$ cat config.mk
export PLATFORM = sky130hd
export DESIGN_NAME = dmem_sequencer
export DESIGN_NICKNAME = d
export VERILOG_FILES = /design/src/rtl/dmem_sequencer.sv
export SDC_FILE = /design/constraint.sdc
export NUM_CORES = 1
export LEC_CHECK = 0
export ABC_CLOCK_PERIOD_IN_PS = 4150
export CAP_MARGIN = 20
export CORE_MARGIN = 4
export CORE_UTILIZATION = 50
export CTS_CLUSTER_DIAMETER = 30
export DETAILED_ROUTE_END_ITERATION = 12
export DONT_BUFFER_PORTS = 1
export MAX_ROUTING_LAYER = met4
export PLACE_DENSITY_LB_ADDON = 0.25
export SYNTH_ARGS = -nofsm -noshare
export SYNTH_HDL_FRONTEND = slang
export SYNTH_SLANG_ARGS = --single-unit
$ cat constraint.sdc
create_clock -name clk -period 4.15 [get_ports clk]
set_input_delay 0.415 -clock clk [delete_from_list [all_inputs] [get_ports clk]]
set_output_delay 0.415 -clock clk [all_outputs]
set_load 0.1 [all_outputs]
$ cat src/rtl/dmem_sequencer.sv
// Data-memory access sequencer for the MEM stage: issues one request per load/store,
// stalls the pipeline until ack or timeout, and tracks halt/error as terminal states.
module dmem_sequencer #(
    parameter int TIMEOUT = 15
) (
    input  logic        clk,
    input  logic        reset,
    input  logic        mem_read_i,
    input  logic        mem_write_i,
    input  logic        halt_i,
    input  logic [31:0] addr_i,
    input  logic [31:0] wdata_i,
    output logic        mem_req_o,
    output logic        mem_we_o,
    output logic [31:0] mem_addr_o,
    output logic [31:0] mem_wdata_o,
    input  logic        mem_ack_i,
    input  logic [31:0] mem_rdata_i,
    output logic [31:0] rdata_o,
    output logic        rdata_valid_o,
    output logic        stall_o,
    output logic        halted_o,
    output logic        err_o,
    output logic [15:0] acc_cnt_o
);

    localparam int CW = (TIMEOUT < 2) ? 1 : $clog2(TIMEOUT);

    typedef enum logic [2:0] {
        S_IDLE,
        S_WAIT,
        S_DONE,
        S_HALTED,
        S_ERR
    } state_t;

    state_t        state_q;
    logic          req_q;
    logic          we_q;
    logic [31:0]   addr_q;
    logic [31:0]   wdata_q;
    logic [31:0]   rdata_q;
    logic          rvld_q;
    logic          halted_q;
    logic          err_q;
    logic [15:0]   acc_cnt_q;
    logic [15:0]   acc_cnt_d;
    logic [CW-1:0] tmo_q;
    logic [CW-1:0] tmo_d;
    logic          mem_op;

    assign mem_op    = mem_read_i | mem_write_i;
    assign acc_cnt_d = acc_cnt_q + 16'd1;
    assign tmo_d     = tmo_q + CW'(1);

    always_ff @(posedge clk or posedge reset) begin
        if (reset) begin
            state_q   <= S_IDLE;
            req_q     <= 1'b0;
            we_q      <= 1'b0;
            addr_q    <= '0;
            wdata_q   <= '0;
            rdata_q   <= '0;
            rvld_q    <= 1'b0;
            halted_q  <= 1'b0;
            err_q     <= 1'b0;
            acc_cnt_q <= '0;
            tmo_q     <= '0;
        end else begin
            rvld_q <= 1'b0;
            case (state_q)
                S_IDLE: begin
                    // A memory op takes priority over halt; halt is re-seen after DONE.
                    if (mem_read_i && mem_write_i) begin
                        err_q   <= 1'b1;
                        state_q <= S_ERR;
                    end else if (mem_op) begin
                        addr_q  <= addr_i;
                        wdata_q <= wdata_i;
                        we_q    <= mem_write_i;
                        tmo_q   <= '0;
                        req_q   <= 1'b1;
                        state_q <= S_WAIT;
                    end else if (halt_i) begin
                        halted_q <= 1'b1;
                        state_q  <= S_HALTED;
                    end
                end
                S_WAIT: begin
                    if (mem_ack_i) begin
                        req_q     <= 1'b0;
                        rvld_q    <= ~we_q;
                        acc_cnt_q <= acc_cnt_d;
                        if (!we_q) rdata_q <= mem_rdata_i;
                        state_q   <= S_DONE;
                    end else if (tmo_q == CW'(TIMEOUT - 1)) begin
                        req_q   <= 1'b0;
                        err_q   <= 1'b1;
                        state_q <= S_ERR;
                    end else begin
                        tmo_q <= tmo_d;
                    end
                end
                S_DONE:  state_q <= S_IDLE;
                default: state_q <= state_q;
            endcase
        end
    end

    assign stall_o = ((state_q == S_IDLE) && mem_op) ||
                     (state_q == S_WAIT) || (state_q == S_HALTED) || (state_q == S_ERR);

    assign mem_req_o     = req_q;
    assign mem_we_o      = we_q;
    assign mem_addr_o    = addr_q;
    assign mem_wdata_o   = wdata_q;
    assign rdata_o       = rdata_q;
    assign rdata_valid_o = rvld_q;
    assign halted_o      = halted_q;
    assign err_o         = err_q;
    assign acc_cnt_o     = acc_cnt_q;

endmodule

Word level (Yosys, flattened, before mapping)
Index checks and enable logic that the tools add are counted.
{"block": "word_totals", "register_bits": 124, "inputBits": 102, "out_inout_bits": 118, "wordCells": 68}
{"block": "op_classes", "addsub": 2, "eq_ne": 13, "muxes": 22, "bitwise": 4, "reduce_logical": 16}
{"op": "16-bit by 1-bit adder with 16-bit output (second input constant)", "n": 1}
{"op": "4-bit two-way mux", "n": 4}
{"op": "3-bit two-way mux", "n": 5}
{"op": "2-bit inequality test (second input constant)", "n": 6}
{"op": "4-bit AND reduction", "n": 3}
{"op": "1-bit two-way mux", "n": 9}
{"op": "3-bit one-hot mux with 3 select lines", "n": 1}
{"op": "3-bit AND reduction", "n": 3}
{"op": "4-bit one-hot mux with 2 select lines", "n": 1}
{"op": "3-bit by 2-bit == test with 1-bit output (second input constant)", "n": 2}
{"op": "5-bit AND reduction", "n": 1}
{"op": "4-bit by 1-bit adder with 4-bit output (second input constant)", "n": 1}
{"op": "4-bit == test (second input constant)", "n": 1}
{"op": "4-bit inequality test (second input constant)", "n": 1}
{"op": "1-bit one-hot mux with 2 select lines", "n": 2}
{"op": "3-bit by 1-bit == test with 1-bit output (second input constant)", "n": 1}
{"op": "3-bit == test (second input constant)", "n": 1}
{"op": "3-bit logical NOT", "n": 1}
{"op": "1-bit logical OR", "n": 3}
{"op": "3-bit inequality test (second input constant)", "n": 1}
{"op": "1-bit NOT", "n": 3}
{"op": "3-bit nonzero test", "n": 1}
{"op": "1-bit logical AND", "n": 2}
{"op": "2-bit AND reduction", "n": 1}
{"op": "2 further kinds", "n": 2}

Longest topological paths before layout
Gate-level depths: netlist (run 1).
{"block": "logic_depth", "ltp_word": 5, "depth_mapped": 6, "ltp_nobuf": 6}

Least setup slack after synthesis (run 1)
Ideal clock, no wire load.
{"block": "synth_path", "path_type": "register to register", "start": "reg acc_cnt_q[2] (netlist: acc_cnt_o[2])", "end": "reg acc_cnt_q[12] (netlist: acc_cnt_o[12])", "setup_time_ps": 158, "t_arrival_ps": 1950, "required_time_ps": 3992, "slack_ps": 2042, "path_stages_with_launch": 5, "n_path_buf": 0, "synth_period_minus_slack_ps": 2108, "path_cell_list": "dfrtp_1 nand4_1 nor4_4 nand3_1 xnor2_1"}
{"block": "synth_via", "elab_chain_cells": 1}
{"item": "start, declared", "line": "46", "text": "logic [15:0] acc_cnt_q;"}
{"item": "start signal, assigned", "line": "93", "text": "acc_cnt_q <= acc_cnt_d;"}
{"item": "16-bit by 1-bit adder with 16-bit output", "line": "53", "text": "assign acc_cnt_d = acc_cnt_q + 16'd1;"}
Every way passes these cells.
A chain may end at the register's enable or synchronous reset.

Final worst setup path (run 1)
{"block": "layout_path", "start": "reg state_q[2]", "end": "out stall_o"}
{"block": "layout_via", "elab_chain_cells": 5, "word_cells_on_any_way": 8, "cone_classes": "3 x eq/ne; 5 x reduce/logical"}
{"item": "start, declared", "line": "37", "text": "state_t state_q;"}
{"item": "start signal, assigned", "line": "105", "text": "default: state_q <= state_q;"}
{"item": "3-bit logical NOT", "line": "110", "text": "assign stall_o = ((state_q == S_IDLE) && mem_op) ||"}
{"item": "1-bit logical AND", "line": "110"}
{"item": "1-bit logical OR", "line": "110"}
{"item": "1-bit logical OR", "line": "111", "text": "(state_q == S_WAIT) || (state_q == S_HALTED) || (state_q == S_ERR);"}
{"item": "1-bit logical OR *", "line": "111"}
{"item": "end, declared", "line": "21", "text": "output logic stall_o,"}
Every way passes the cells marked *; elsewhere a longest branch is shown, timed or not.

==> run summary, run 1 <==
CTS placed an instance of clkbuf_8 at the clock tree root. The number of hold-slack violations in the final timing report is 0. The post-synthesis to final-layout area growth is 15.1%.

The count of antenna-violating nets left after detailed routing came out at 0. The clock sink count is 124. The synthesized area per cell came out at 14.8 µm². For this run, design rule violations remaining after detail routing come to 0. The largest individual stage delay along the critical path comes from the cell a21o_1. The endpoint required time on the critical path is 3.73 ns. Setup repair after global routing left no endpoint under its margin.

Of the total power, the share spent switching nets is 20.3%. Yosys mapped a number of flops with a built-in enable equal to 0. The number of buffers between clock root and the deepest sink came out at 2. The share of layout cells above drive strength 1 came out at 34.3%.

The worst-margin pin slew came out at 0.999 ns. The synthesized netlist devotes 2.63% of its cell area to XOR and XNOR gates. The mux contribution to synthesized area is 22.1%. The number of failing setup endpoints in the final timing report came out at 0. The fraction of the mapped netlist area in adder cells is 1.50%. The clock share of power is 54.8%. The area fraction in and, or, nand and nor cells after synthesis is 6.68%. The half-perimeter wire length after detailed placement is 7440 µm.

After clock tree synthesis, the clock-pin slew on the worst setup and hold paths is 0.06 ns. The largest net degree at the start of global routing came out at 44. For this design the total switching power over the nets is 0.564 mW. The fraction of registers with async set or reset after synthesis is 100%. The initial antenna violation count is 0. The share of total power in sequential cells came out at 43.9%. The final setup TNS is 0 ns.

The endpoint identified for the worst register-to-register timing path is mem_addr_o[27]$_DFFE_PP0P_. The first-pass GRT wire length is 16,100 µm. The internal power is 2.21 mW. The die extent in x is 108 µm. The total area inside the core boundary comes to 9770 µm².

The number of placed I/O pins came out at 220. The final design utilization is 58.9%. Traced cell by cell, the critical path runs through inv_1 > a211oi_1 > a21o_1.

The stage delay of the slowest cell on the critical path is 0.69 ns. After global routing the overflow that remains totals 0. The layout net count came out at 459.

After synthesis, the largest family of logic cells by area is multiplexers. The final critical-path required period came out at 2.57 ns. CTS built an H-tree with a depth of 4. The weighted congestion reported at the end of routability-driven placement is 0.784. The starting DRC count in detailed routing came out at 156. The largest voltage drop on the vdd net came out at 0.248 mV. Sorting the synthesized cells by how often they occur yields 124 x dfrtp_1, 79 x mux2_2, 19 x mux2_1, 12 x xnor2_1, 10 x nand2_1. The port buffer count is 0.

The overall global routing resource usage came out at 18.6%. The total number of vias came out at 2,806. For this design the ratio of total power to cell area is 483 nW/µm².

Summing the sequential cell areas from Yosys gives 62.1% of the chip area. The number of warnings issued by yosys is 0. The cell row count is 36. The number of global-route vias before repair is 3,026. The static leakage power is 2.89 nW. Yosys attributes the largest share of cell area to dfrtp_1 62%, mux2_2 18%, mux2_1 4.3%.

The class of the tightest hold or removal check is input pin to register. At the worst endpoint, the arrival time is 2.15 ns. In this run the tightest slew margin relative to its limit is 33.4%. The most repeated cell in the gate-level netlist after synthesis is dfrtp_1. The most critical setup path has its startpoint at state_q[2]$_DFFE_PP0P_. Counting cells, the worst reg-to-reg path comes to 4. Of all nets on the critical path, the largest fanout is 14.

The top-area cell type share of the netlist area came out at 62.1%. Counting every net in the synthesized netlist gives 446. The repair_antennas step left the layout with diodes totalling 0. For this run, the top clock speed supported by timing is 389 MHz. dfrtp_1 takes more of the synthesized area than any other cell. After clock tree synthesis, the repair step resized 0 gates. The most used flip-flop cell after synthesis is dfrtp_1. The number of instances in the synthesized netlist is 338.

The critical path in this run is classified as register to output pin. The run finished with clean final reports. The vertical die dimension is 108 µm. The synthesized netlist devotes 2.55% of its cell area to compound gates. The nature of the critical path startpoint is a register.

The via density per instance is 5.65. The number of max-slew violations in the final report came out at 0. The setup clock skew after layout is 0.0110 ns. In this run the worst setup path terminates at stall_o. The count of buffers added by post-CTS timing repair for setup came out at 0. The launch point of the worst reg-to-reg path is state_q[1]$_DFFE_PP0P_. The count of cell types in the netlist is 44. TritonCTS built the clock tree. The relative contribution of combinational cells to total power came out at 1.3%. Total power for the finished layout comes to 2.78 mW. Synthesis inferred 124 register bits. Setup slack on the worst reg-to-reg path comes out at 1.63 ns. The post-detailed-routing wire length came out at 10,300 µm. The cell area after synthesis is 5000 µm². The number of violations of the max-capacitance limit came out at 0. The number of buffers created by CTS is 17. The die footprint came out at 11,700 µm². The share of the cycle needed by the critical path after routing came out at 61.9%. The clock network latency to the later pin of the worst-skew pair came out at 0.50 ns. The worst setup path is captured at an output pin.

The initial core utilization came out at 51.1%. The number of search-and-repair iterations in the first detailed-routing pass is 7. After filler insertion, the fill cell instance count of the layout stands at 791. After detailed routing, the average wire length per cell comes to 20.7 µm.
==> routing by layer <==
layer  up-vias  wire length, µm  global-route usage (%)
met5         -                0                       -
met4         0              148                    7.48
met3        18             1290                    8.60
met2       164             5040                    28.3
met1      1400             3800                    21.5
li1       1224                -                       -
==> cell usage in the layout (no fill, tap or decap), types with 2 or more instances in the layout <==
cell type     n
a21oi_1       6
xnor2_1      12
nor2_1        5
clkinv_4      2
clkinv_2      2
and4_1        2
xor2_1        3
inv_6         3
ha_1          6
inv_1         6
nand4_1       4
bufinv_16     4
and3_1        2
dfrtp_1     124
clkbuf_8      2
nand2_1      10
clkinvlp_4    2
buf_4         7
mux2_2       79
nand3_1       9
nand2b_1      4
mux2_1       19
clkbuf_16    16
nor4b_1       2
o21ai_0       5
nor3_1        2
==> worst max-delay path, delay by kind of cell (launching register included) <==
family / cells / cell delay (ns)
buf+inv: 1 / 0.14
flops: 1 / 0.58
compound gates: 2 / 0.93
==> logic make-up after synthesis <==
kind of cell,after synthesis
muxes,98
buffers and inverters,21
adders and majority gates,6
xor gates and xnor gates,15
and+or+nand+nor,54
AOI/OAI and AO/OA,20
DFF,124
==> cell type report <==
cell class | count | area [µm²] | area share (%)
Clock inverter | 13 | 189 | 3.28
Tap cell | 133 | 166 | 2.89
Clock buffer | 19 | 432 | 7.50
Timing Repair Buffer | 8 | 62.6 | 1.09
Multi-Input combinational cell | 193 | 1770 | 30.8
Inverter | 7 | 28.8 | 0.500
Sequential cell | 124 | 3100 | 53.9
==> repair_timing <==
item / in CTS / in global routing
hold endpoints to repair: 39 / 0
hold buffers: 1 / 0
endpoints found under the setup margin: 0 / 0
==> how the worst min path moves through the flow <==
stage,start,end,slack [ns],depth (start not counted)
6_report,mem_rdata_i[11],rdata_o[11]$_DFFE_PP0P_,0.05,1
5_1_grt,mem_rdata_i[14],rdata_o[14]$_DFFE_PP0P_,0.02,1
3_5_place_dp,reset,rdata_o[6]$_DFFE_PP0P_,0.35,1
3_3_place_gp,reset,rdata_o[6]$_DFFE_PP0P_,0.36,1
2_1_floorplan,tmo_q[3]$_DFFE_PP0P_,tmo_q[3]$_DFFE_PP0P_,0.50,2
4_1_cts,mem_rdata_i[14],rdata_o[14]$_DFFE_PP0P_,0.02,1
==> sequential cells by signal, summed over array words and instances, names as in the netlist <==
signal / count
mem_req_o: 1
rdata_o: 32
tmo_q: 4
mem_wdata_o: 32
state_q: 3
rdata_valid_o: 1
err_o: 1
halted_o: 1
mem_we_o: 1
mem_addr_o: 32
acc_cnt_o: 16
==> metrics by stage <==
| step | hold WS [ns] | setup slack (ns) | instance area [µm²] | std cells |
|---|---|---|---|---|
| final | 0.0456 | 1.58 | 5750 | 497 |
| after global routing | 0.0222 | 1.42 | 5750 | 497 |
| after CTS | 0.0193 | 1.56 | 5750 | 497 |
| after detailed placement | 0.355 | 1.64 | 5120 | 464 |
| after global placement | 0.356 | 1.71 | 5120 | 464 |
| after floorplan | 0.499 | 0.436 | 5000 | 338 |
==> power by group through the flow <==
stage               Sequential (mW)  Combinational, mW  Clock [mW]
floorplan                      1.24             0.0279           0
global placement               1.24             0.0363           0
detailed placement             1.24             0.0370           0
CTS                            1.22             0.0384        1.56
global route                   1.22             0.0428        1.61
finish                         1.22             0.0361        1.52
Power figures use the tool's default switching activity.
==> run 2, diff against run 1 <==
--- a/config.mk
+++ b/config.mk
@@ -5,7 +5,7 @@
 export SDC_FILE = /design/constraint.sdc
 export NUM_CORES = 1
 export LEC_CHECK = 0
-export ABC_CLOCK_PERIOD_IN_PS = 4150
+export ABC_CLOCK_PERIOD_IN_PS = 2400
 export CAP_MARGIN = 20
 export CORE_MARGIN = 4
 export CORE_UTILIZATION = 50
==> constraint.sdc (replaced) <==
create_clock -name clk -period 2.4 [get_ports clk]
set_input_delay 0.24 -clock clk [delete_from_list [all_inputs] [get_ports clk]]
set_output_delay 0.24 -clock clk [all_outputs]
set_load 0.1 [all_outputs]
==> run 2 against run 1 <==
Against the previous run:
- sequential cell count unchanged
- worst hold slack better by 0.041 ns
- sequential power increased by 73%
- count of clock-buffer cells in the layout unchanged
- largest power group unchanged
- register-to-register slack worse by 1.2 ns
==> run summary, run 2 (synthesized netlist as in run 1, its figures left out) <==
The port buffer count came out at 0 (unchanged). The hold buffer count at CTS is 100 (+99). The final critical-path required period came out at 2.07 ns. The total power divided by cell area is 712 nW/µm² (+47%). The number of hold-slack violations in the final timing report is 0 (unchanged).

The count of buffers added by post-CTS timing repair for setup is 0 (unchanged). The initial antenna violation count is 0 (unchanged). The register clock-pin slew on the reported worst setup and hold paths is 0.06 ns (about the same).

The start-to-end type of the worst setup path is register to output pin. The register-to-register setup slack came out at 0.41 ns (-1.22 ns). The upper clock frequency limit is 483 MHz. The worst setup timing slack at the placement stage came out at 0.455 ns (-1.18 ns).

The post-synthesis to final-layout area growth came out at 39.1%. In this run the worst hold path is classified as input pin to register. The vertical die dimension is 108 µm (unchanged). The run finished with clean final reports.

The count of inserted antenna diode cells came to 0 (unchanged). The number of inserted filler cells in the final layout was 618 (-22%). The number of placed I/O pins was 220 (unchanged).

The count of antenna-violating nets left after detailed routing is 0 (unchanged). The initial core utilization is 51.1% (unchanged). The share of the cycle needed by the critical path after routing is 86.2%. The largest voltage drop on the vdd net came to 0.371 mV (+50%). The setup clock skew after layout came out at 0.00919 ns (-0.00183 ns). The cell depth of the worst flop-to-flop path is 4 (unchanged). The worst hold path terminates at acc_cnt_o[14]$_DFFE_PP0P_. The number of failing setup endpoints in the final timing report is 0 (unchanged). The startpoint identified for the worst register-to-register timing path is state_q[1]$_DFFE_PP0P_. The count of placed standard cells in the final layout, fillers left out came out at 617 (+24%). The share of layout cells above drive strength 1 came to 30.2% (-4.2 points). The residual DRC count is 0 (unchanged). The weighted congestion reported at the end of routability-driven placement came to 0.852 (+8.7%). CTS placed an instance of clkbuf_8 at the clock tree root. The final setup slack of the worst path came out at 0.331 ns (-1.25 ns). The largest net degree at the start of global routing came out at 85 (+93%). TritonCTS built the clock tree. The remaining global-route overflow is 0 (unchanged). The tightest slew margin relative to the limit came to 35.4% (+2.0 points). The starting DRC count in detailed routing is 249 (+60%). The number of violations of the max-capacitance limit came to 0 (unchanged). The die extent in x came out at 108 µm (unchanged). The detail-routed net length per standard cell is 19.2 µm (-7.0%). The placed cell area was 5330 µm² (+4.1%).

The number of placed instances with taps included came out at 485 (+4.5%). The number of resized instances in the post-cts repair step came out at 0 (unchanged). The die footprint is 11,700 µm² (unchanged).

The final setup TNS was 0 ns (unchanged). The endpoint type of the worst setup path is an output pin. The cell row count came out at 36 (unchanged). The number of max-slew violations in the final report is 0 (unchanged). The startpoint of the lowest-slack hold path is mem_ack_i. The area of all placed cells without fillers came out at 6950 µm² (+21%). The area of the multi-input gates came out at 1770 µm² (unchanged). The clock sink count is 124 (unchanged). The static leakage power came out at 3.43 nW (+18%). The combined flip-flop and latch cell area came out at 3100 µm² (unchanged). The number of search-and-repair iterations in the first detailed-routing pass is 4 (-3). The clock network latency to the later pin of the worst-skew pair is 0.50 ns (about the same). The top cell types in the final layout, fill and taps aside, are 124 x dfrtp_1, 100 x dlygate4sd3_1, 79 x mux2_2. The number of global-route vias before repair came out at 3,604 (+19%). The number of buffers between clock root and the deepest sink is 2 (unchanged). The endpoint required time on the critical path is 2.16 ns (-1.57 ns). The endpoint arrival time on the critical path came out at 1.83 ns (-0.32 ns). The top fanout value on the critical path is 14 (unchanged). The overall global routing resource usage was 21.3% (+2.7 points). The area of the core came out at 9770 µm² (unchanged). Setup repair after global routing left no endpoint under its margin. The total number of vias came out at 3,255 (+16%).

The worst hold path cell count came out at 4 (+3). The first-pass GRT wire length is 18,500 µm (+15%). The worst-margin pin slew came out at 0.969 ns (-0.0297 ns). The total power is 4.95 mW (+78%). The worst hold slack is 0.0871 ns (+0.0415 ns).

The half-perimeter wire length after detailed placement was 7650 µm (+2.9%). The number of buffers created by CTS came out at 17 (unchanged). The layout net count was 579 (+26%). The final design utilization came to 71.1% (+12 points). The number of H-tree levels is 4 (unchanged). The worst setup path is launched from a register. The post-detailed-routing wire length came to 11,900 µm (+15%). The via density per instance is 5.28 (-6.6%). The capturing point of the worst reg2reg path is mem_addr_o[27]$_DFFE_PP0P_. The most common cell after layout, fill and taps aside is dfrtp_1.
==> run 2: cell types whose count changed in the layout (fill, tap and decap cells not counted) <==
cell | before | now
buf_12 | 0 | 4
buf_4 | 7 | 24
clkinvlp_4 | 2 | 3
dlygate4sd3_1 | 1 | 100
inv_4 | 1 | 0
==> run 2: how the worst max path moves through the flow <==
stage | start | end | cells after the start
after global placement | state_q[1]$_DFFE_PP0P_ | mem_wdata_o[11]$_DFFE_PP0P_ | 4
final | state_q[2]$_DFFE_PP0P_ | stall_o | 4
after CTS | state_q[2]$_DFFE_PP0P_ | stall_o | 4
after floorplan | acc_cnt_o[2]$_DFFE_PP0P_ | acc_cnt_o[12]$_DFFE_PP0P_ | 4
after global routing | state_q[2]$_DFFE_PP0P_ | stall_o | 4
after detailed placement | state_q[1]$_DFFE_PP0P_ | mem_wdata_o[13]$_DFFE_PP0P_ | 4
==> run 2: metal layers <==
| metal | routed length (µm) | track usage [%] | vias to the layer above |
|---|---|---|---|
| li1 | - | - | 1466 |
| met1 | 4640 | 25.0 | 1595 |
| met2 | 5850 | 33.7 | 177 |
| met3 | 1160 | 7.94 | 17 |
| met4 | 218 | 8.12 | 0 |
| met5 | 0 | - | - |
==> run 2: layout make-up <==
class	count	share of cell area, %
Sequential cell	124	44.6
Multi-Input combinational cell	193	25.5
Timing Repair Buffer	128	18.1
Clock buffer	19	6.21
Clock inverter	13	2.72
Tap cell	133	2.39
Inverter	7	0.432
==> run 2: critical path, stage by stage, from the launching register on <==
cell      delay (ns)
dfrtp_1         0.58
inv_1           0.14
a211oi_1        0.22
a21o_1          0.11
buf_4           0.28
==> run 2: where the power goes <==
| group | switching, mW | internal (mW) | total, mW |
|---|---|---|---|
| Combinational | 0.0753 | 0.124 | 0.199 |
| Clock | 0.920 | 1.72 | 2.64 |
| Sequential | 0.0156 | 2.09 | 2.11 |
